### config.mk
export PLATFORM = sky130hd
export DESIGN_NAME = apb_completer_ws
export DESIGN_NICKNAME = d
export VERILOG_FILES = /design/src/rtl/apb_completer_ws.sv
export SDC_FILE = /design/constraint.sdc
export NUM_CORES = 1
export LEC_CHECK = 0
export BUFFER_PORTS_ARGS = -buffer_cell sky130_fd_sc_hd__buf_2
export CORE_MARGIN = 2
export CORE_UTILIZATION = 30
export DETAILED_ROUTE_END_ITERATION = 8
export PLACE_DENSITY = 0.53
export SETUP_SLACK_MARGIN = 0.4
export SKIP_CTS_REPAIR_TIMING = 1
export SYNTH_ARGS = -nofsm -noshare
export SYNTH_HDL_FRONTEND = slang
export SYNTH_SLANG_ARGS = --single-unit
### constraint.sdc
create_clock -name PCLK -period 2.1 [get_ports PCLK]
set_input_delay 0 -clock PCLK [delete_from_list [all_inputs] [get_ports PCLK]]
set_output_delay 0 -clock PCLK [all_outputs]
set_load 0.01 [all_outputs]
### src/rtl/apb_completer_ws.sv
// APB4 completer bridging to a variable-latency register port.
// Decodes an address window, forwards strobes, and flags errors and response timeouts.
module apb_completer_ws #(
  parameter int unsigned ADDR_WIDTH = 16,
  parameter int unsigned DATA_WIDTH = 16,
  parameter int unsigned BASE_ADDR  = 0,
  parameter int unsigned ADDR_SPAN  = 256,
  parameter int unsigned TIMEOUT    = 15
) (
  input  logic                    PCLK,
  input  logic                    PRESET,
  input  logic                    PSEL,
  input  logic                    PENABLE,
  input  logic                    PWRITE,
  input  logic [ADDR_WIDTH-1:0]   PADDR,
  input  logic [DATA_WIDTH-1:0]   PWDATA,
  input  logic [DATA_WIDTH/8-1:0] PSTRB,
  output logic                    PREADY,
  output logic [DATA_WIDTH-1:0]   PRDATA,
  output logic                    PSLVERR,
  output logic                    o_req,
  output logic                    o_wr,
  output logic [ADDR_WIDTH-1:0]   o_addr,
  output logic [DATA_WIDTH-1:0]   o_wdata,
  output logic [DATA_WIDTH/8-1:0] o_strb,
  input  logic                    i_ack,
  input  logic [DATA_WIDTH-1:0]   i_rdata,
  input  logic                    i_err
);

  localparam int unsigned StrbW = DATA_WIDTH / 8;
  localparam int unsigned ExtW  = ADDR_WIDTH + 1;
  localparam int unsigned CntW  = (TIMEOUT > 0) ? $clog2(TIMEOUT + 1) : 1;
  localparam logic [ADDR_WIDTH-1:0] AlignMask = ADDR_WIDTH'(StrbW - 1);

  typedef enum logic [2:0] {
    StIdle = 3'b001,
    StWait = 3'b010,
    StResp = 3'b100
  } state_e;

  state_e state_q, state_d;
  logic [CntW-1:0]       cnt_q, cnt_d;
  logic                  pready_q, pready_d;
  logic                  pslverr_q, pslverr_d;
  logic [DATA_WIDTH-1:0] prdata_q, prdata_d;
  logic                  req_q, req_d;
  logic                  wr_q, wr_d;
  logic [ADDR_WIDTH-1:0] addr_q, addr_d;
  logic [DATA_WIDTH-1:0] wdata_q, wdata_d;
  logic [StrbW-1:0]      strb_q, strb_d;

  // One extra bit so an address below the base wraps to a huge offset and fails.
  logic [ExtW-1:0] offset_ext;
  logic            in_window, aligned, timed_out;

  assign offset_ext = {1'b0, PADDR} - ExtW'(BASE_ADDR);
  assign in_window  = offset_ext < ExtW'(ADDR_SPAN);
  assign aligned    = (PADDR & AlignMask) == '0;
  assign timed_out  = (TIMEOUT != 0) && (cnt_q == CntW'(TIMEOUT));

  always_comb begin
    // Defaults are the idle values; states that hold a field reassert it.
    state_d   = StIdle;
    cnt_d     = '0;
    pready_d  = 1'b0;
    pslverr_d = 1'b0;
    prdata_d  = '0;
    req_d     = 1'b0;
    wr_d      = 1'b0;
    addr_d    = '0;
    wdata_d   = '0;
    strb_d    = '0;
    unique case (state_q)
      StIdle: begin
        if (PSEL && !PENABLE) begin
          if (in_window && aligned) begin
            state_d = StWait;
            req_d   = 1'b1;
            wr_d    = PWRITE;
            addr_d  = offset_ext[ADDR_WIDTH-1:0];
            wdata_d = PWRITE ? PWDATA : '0;
            strb_d  = PWRITE ? PSTRB : '0;
          end else begin
            state_d   = StResp;
            pready_d  = 1'b1;
            pslverr_d = 1'b1;
          end
        end
      end
      StWait: begin
        if (PSEL) begin
          wr_d    = wr_q;
          addr_d  = addr_q;
          wdata_d = wdata_q;
          strb_d  = strb_q;
          if (i_ack) begin
            state_d   = StResp;
            pready_d  = 1'b1;
            pslverr_d = i_err;
            prdata_d  = (!wr_q && !i_err) ? i_rdata : '0;
          end else if (timed_out) begin
            state_d   = StResp;
            pready_d  = 1'b1;
            pslverr_d = 1'b1;
          end else begin
            state_d = StWait;
            req_d   = 1'b1;
            cnt_d   = cnt_q + CntW'(1);
          end
        end
      end
      StResp: begin
        state_d = StIdle;
      end
      default: begin
        state_d = StIdle;
      end
    endcase
  end

  always_ff @(posedge PCLK or posedge PRESET) begin
    if (PRESET) begin
      state_q   <= StIdle;
      cnt_q     <= '0;
      pready_q  <= 1'b0;
      pslverr_q <= 1'b0;
      prdata_q  <= '0;
      req_q     <= 1'b0;
      wr_q      <= 1'b0;
      addr_q    <= '0;
      wdata_q   <= '0;
      strb_q    <= '0;
    end else begin
      state_q   <= state_d;
      cnt_q     <= cnt_d;
      pready_q  <= pready_d;
      pslverr_q <= pslverr_d;
      prdata_q  <= prdata_d;
      req_q     <= req_d;
      wr_q      <= wr_d;
      addr_q    <= addr_d;
      wdata_q   <= wdata_d;
      strb_q    <= strb_d;
    end
  end

  assign PREADY  = pready_q;
  assign PSLVERR = pslverr_q;
  assign PRDATA  = prdata_q;
  assign o_req   = req_q;
  assign o_wr    = wr_q;
  assign o_addr  = addr_q;
  assign o_wdata = wdata_q;
  assign o_strb  = strb_q;

endmodule

==> impl_metrics.csv <==
group,metric,value,unit
sta,hold_violations,0,
layout,fin_area,3650,µm²
drt,wl_per_cell,13.1,µm
clock_network,cts_root_buffer,"clkbuf_8",
grt,grt_overflow,0,
sta,rsz0062_at_grt,"false",
grt,antenna_found_initial,0,
grt,grt_use_total,13.6,%
layout,final_nets,422,
grt,grt_pass1_vias,1774,
worst_hold_path,hold_depth,3,
floorplanning,rows,32,
critical_path,crit_path_start,"state_q[0]$_DFF_PP1_",
synth,synth_most_common_cell,"dfrtp_1",
synth,ys_seq_elements,60,
flow_run,max_cap_viol_count,0,
floorplanning,die_y,91.9,µm
clock_network,clk_pin_slew,0.07,ns
floorplanning,initial_core_util,30.5,%
sta,fin_setup_tns,0,ns
sta,period_share,72.0,%
synth,yosys-top-cells-area,"dfrtp_1 64%, and2_1 6.7%, nand2_1 5.8%, nand3_1 3.9%, o21ai_0 3.2%",
clock_network,tritoncts,"yes",
clock_network,cts_made_buffers,9,
power,switchingPower,0.514,mW
synth,synth_cell_type_count,34,
clock_network,cts_sinks,60,
synth,syn_avg_cell_area,11.1,µm²
place,pre_cts_slack,0.408,ns
drt,drt-total-wl,6.17,mm
critical_path,rrSetupSlack,0.59,ns
sta,max_slew.worst_pin.slew,0.688,ns
synth,synth_edf_count,0,
drt,drtIter0Drc,54,
power,power.share.switching,21.5,%
critical_path,cp.arrival,1.75,ns
power,p_int,1.88,mW
layout,antenna_cells,0,
synth,synth_ff_type,"dfrtp_1",
synth,yosys_warnings,0,
synth,synthCells,209,
synth,syn_area,2320,µm²
sta,setup_ws,0.588,ns
synth,syn-num-nets,267,
critical_path,critPathCapture,"o_addr[2]$_DFFE_PP0P_",
place,port_buffers,110,
grt,grt_pass1_wl,8.88,mm
clock_network,cts_buffer_depth,2,
grt,met2_usage,19.9,%
floorplanning,core,7610,µm²
worst_hold_path,min_path_type,"input pin to register",
grt,use_met3,5.67,%
floorplanning,dieArea,8450,µm²
place,gp_routability_congestion,0.734,
critical_path,reg2reg_depth,4,
sta,maxSlewHeadroom,54.2,%
sta,finalSetupViolations,0,
critical_path,crit_required,2.34,ns
power,clkPwrFrac,43.7,%
synth,async_flop_share,100,%
grt,grtUsageMet1,18.1,%
critical_path,reg2reg_to,"o_addr[2]$_DFFE_PP0P_",
layout,area_growth,57.2,%
critical_path,cp-end-kind,"register",
floorplanning,ios,111,
drt,vias,2094,
place,dp_hpwl,3.99,mm
grt,grt_start_max_net_pins,36,
critical_path,critPathLaunchType,"register",
place,placed_cells,411,
layout,fillers,743,
critical_path,worstSetupPathType,"register to register",
floorplanning,die_w,91.9,µm
layout,final_util,47.9,%
layout,drive_gt1_share,37.1,%
power,p_seq_share,48.6,%
sta,worst_clock_skew,0.00607,ns
layout,final_cells,471,
drt,route.detailed.drc,0,
power,vdd_drop_max,0.328,mV
synth,post-synth-top-area-cell,"dfrtp_1",
synth,ys_seq_area_share,64.8,%
power,leakagePower,1.95,nW
drt,viasPerCell,4.45,
synth,synth_commonest_cells,"59 x dfrtp_1, 36 x nand2_1, 25 x and2_1",
place,place_area,2970,µm²
critical_path,worstPathMaxFanout,21,
drt,drtAntennaViolNets,0,
grt,grt.busiest_layer,"met2",
run_status,status,"completed",
synth,yosysTopAreaCellShare,63.6,%
clock_network,ctsHtreeMaxLevel,3,
sta,maxSlewViolCount,0,
drt,dr.pass1.iters,6,
clock_network,insertion_delay,0.33,ns
power,power.density,656,nW/µm²
power,power_frac_comb,7.7,%
critical_path,crit-reg2reg-launch,"state_q[0]$_DFF_PP1_",
sta,post-route-min-period,1.51,ns
sta,clock.fmax,662,MHz
how the worst min path moves through the flow:
stage	start	end	slack, ns
5_1_grt	PENABLE	state_q[0]$_DFF_PP1_	0.04
4_1_cts	PRESET	PRDATA[10]$_DFF_PP0_	-0.27
3_5_place_dp	PRESET	PRDATA[10]$_DFF_PP0_	0.09
6_report	PENABLE	state_q[0]$_DFF_PP1_	0.02
3_3_place_gp	PRESET	PRDATA[10]$_DFF_PP0_	0.09
2_1_floorplan	i_ack	cnt_q[1]$_DFF_PP0_	0.07
routing by layer:
layer  share of wire [%]  up-vias
met5                   0        -
met4                 1.4        0
met3                 7.1       11
met2                  48       81
met1                  43      984
li1                    -     1018
final cells by class:
type                       instances  area [µm²]  share of cell area [%]
clock inverter                     4        47.5                    1.30
tap                              102         128                    3.50
clock buffer                      12         155                    4.25
inverter                           2        7.51                   0.206
sequential                        60        1500                    41.2
multi-input combinational        134         767                    21.0
timing repair buffer             157        1040                    28.5
cells by family after synthesis:
kind of cell	after synthesis	synth area share, %
compound gates	36	8.31
simple gates	96	22.8
buf+inv	15	3.24
xor+xnor	1	0.378
fa+ha+maj	1	0.539
flops	60	64.8
registers in the layout, indices dropped and copies added, names as in the netlist:
name	cells
state_q	2
cnt_q	4
o_wr	1
o_req	1
o_addr	16
PSLVERR	1
PREADY	1
o_strb	2
PRDATA	16
o_wdata	16
worst max-delay path, cell delays in order (launching register included):
cell     delay (ns)
dfstp_2        0.54
nor3b_2        0.28
nand4_4        0.20
buf_6          0.25
o21ai_0        0.17
power by group through the flow:
stage / clock network (mW) / registers [mW] / logic (mW)
floorplan: 0 / 1.19 / 0.0452
global placement: 0 / 1.18 / 0.121
detailed placement: 0 / 1.19 / 0.122
CTS: 1.07 / 1.16 / 0.122
global route: 1.13 / 1.16 / 0.203
finish: 1.05 / 1.16 / 0.185
placed cells by master (no fill, tap or decap), drive strengths merged:
| cell | netlist | routed |
|---|---|---|
| buf | 5 | 114 |
| dlygate4sd3 | 0 | 43 |
| nor3b | 2 | 2 |
| and4bb | 1 | 1 |
| nand4bb | 1 | 1 |
| a311o | 1 | 1 |
| inv | 2 | 2 |
| a31oi | 1 | 1 |
| clkinvlp | 0 | 1 |
| nand3 | 18 | 18 |
| xnor2 | 1 | 1 |
| nor4b | 2 | 2 |
| nor2 | 2 | 2 |
| and3 | 1 | 1 |
| nand4b | 1 | 1 |
| and4b | 1 | 1 |
| nand4 | 1 | 1 |
| bufinv | 0 | 1 |
| o22ai | 3 | 3 |
| ha | 1 | 1 |
| clkbuf | 8 | 12 |
| o21ai | 28 | 28 |
| nor2b | 1 | 1 |
| nand2 | 36 | 36 |
| and2b | 1 | 1 |
| clkinv | 0 | 2 |
| a21oi | 2 | 2 |
| dfrtp | 59 | 59 |
| a211oi | 1 | 1 |
| nor3 | 2 | 2 |
| nor4 | 1 | 1 |
| and2 | 25 | 25 |
| dfstp | 1 | 1 |
per-stage QoR:
step                hold WS (ns)  total power [mW]
detailed placement        0.0909              1.31
floorplan                 0.0698              1.23
CTS                       -0.267              2.36
global route              0.0410              2.50
global placement          0.0936              1.31
finish                    0.0224              2.39
Note: power is estimated with default switching activity, not from simulation.
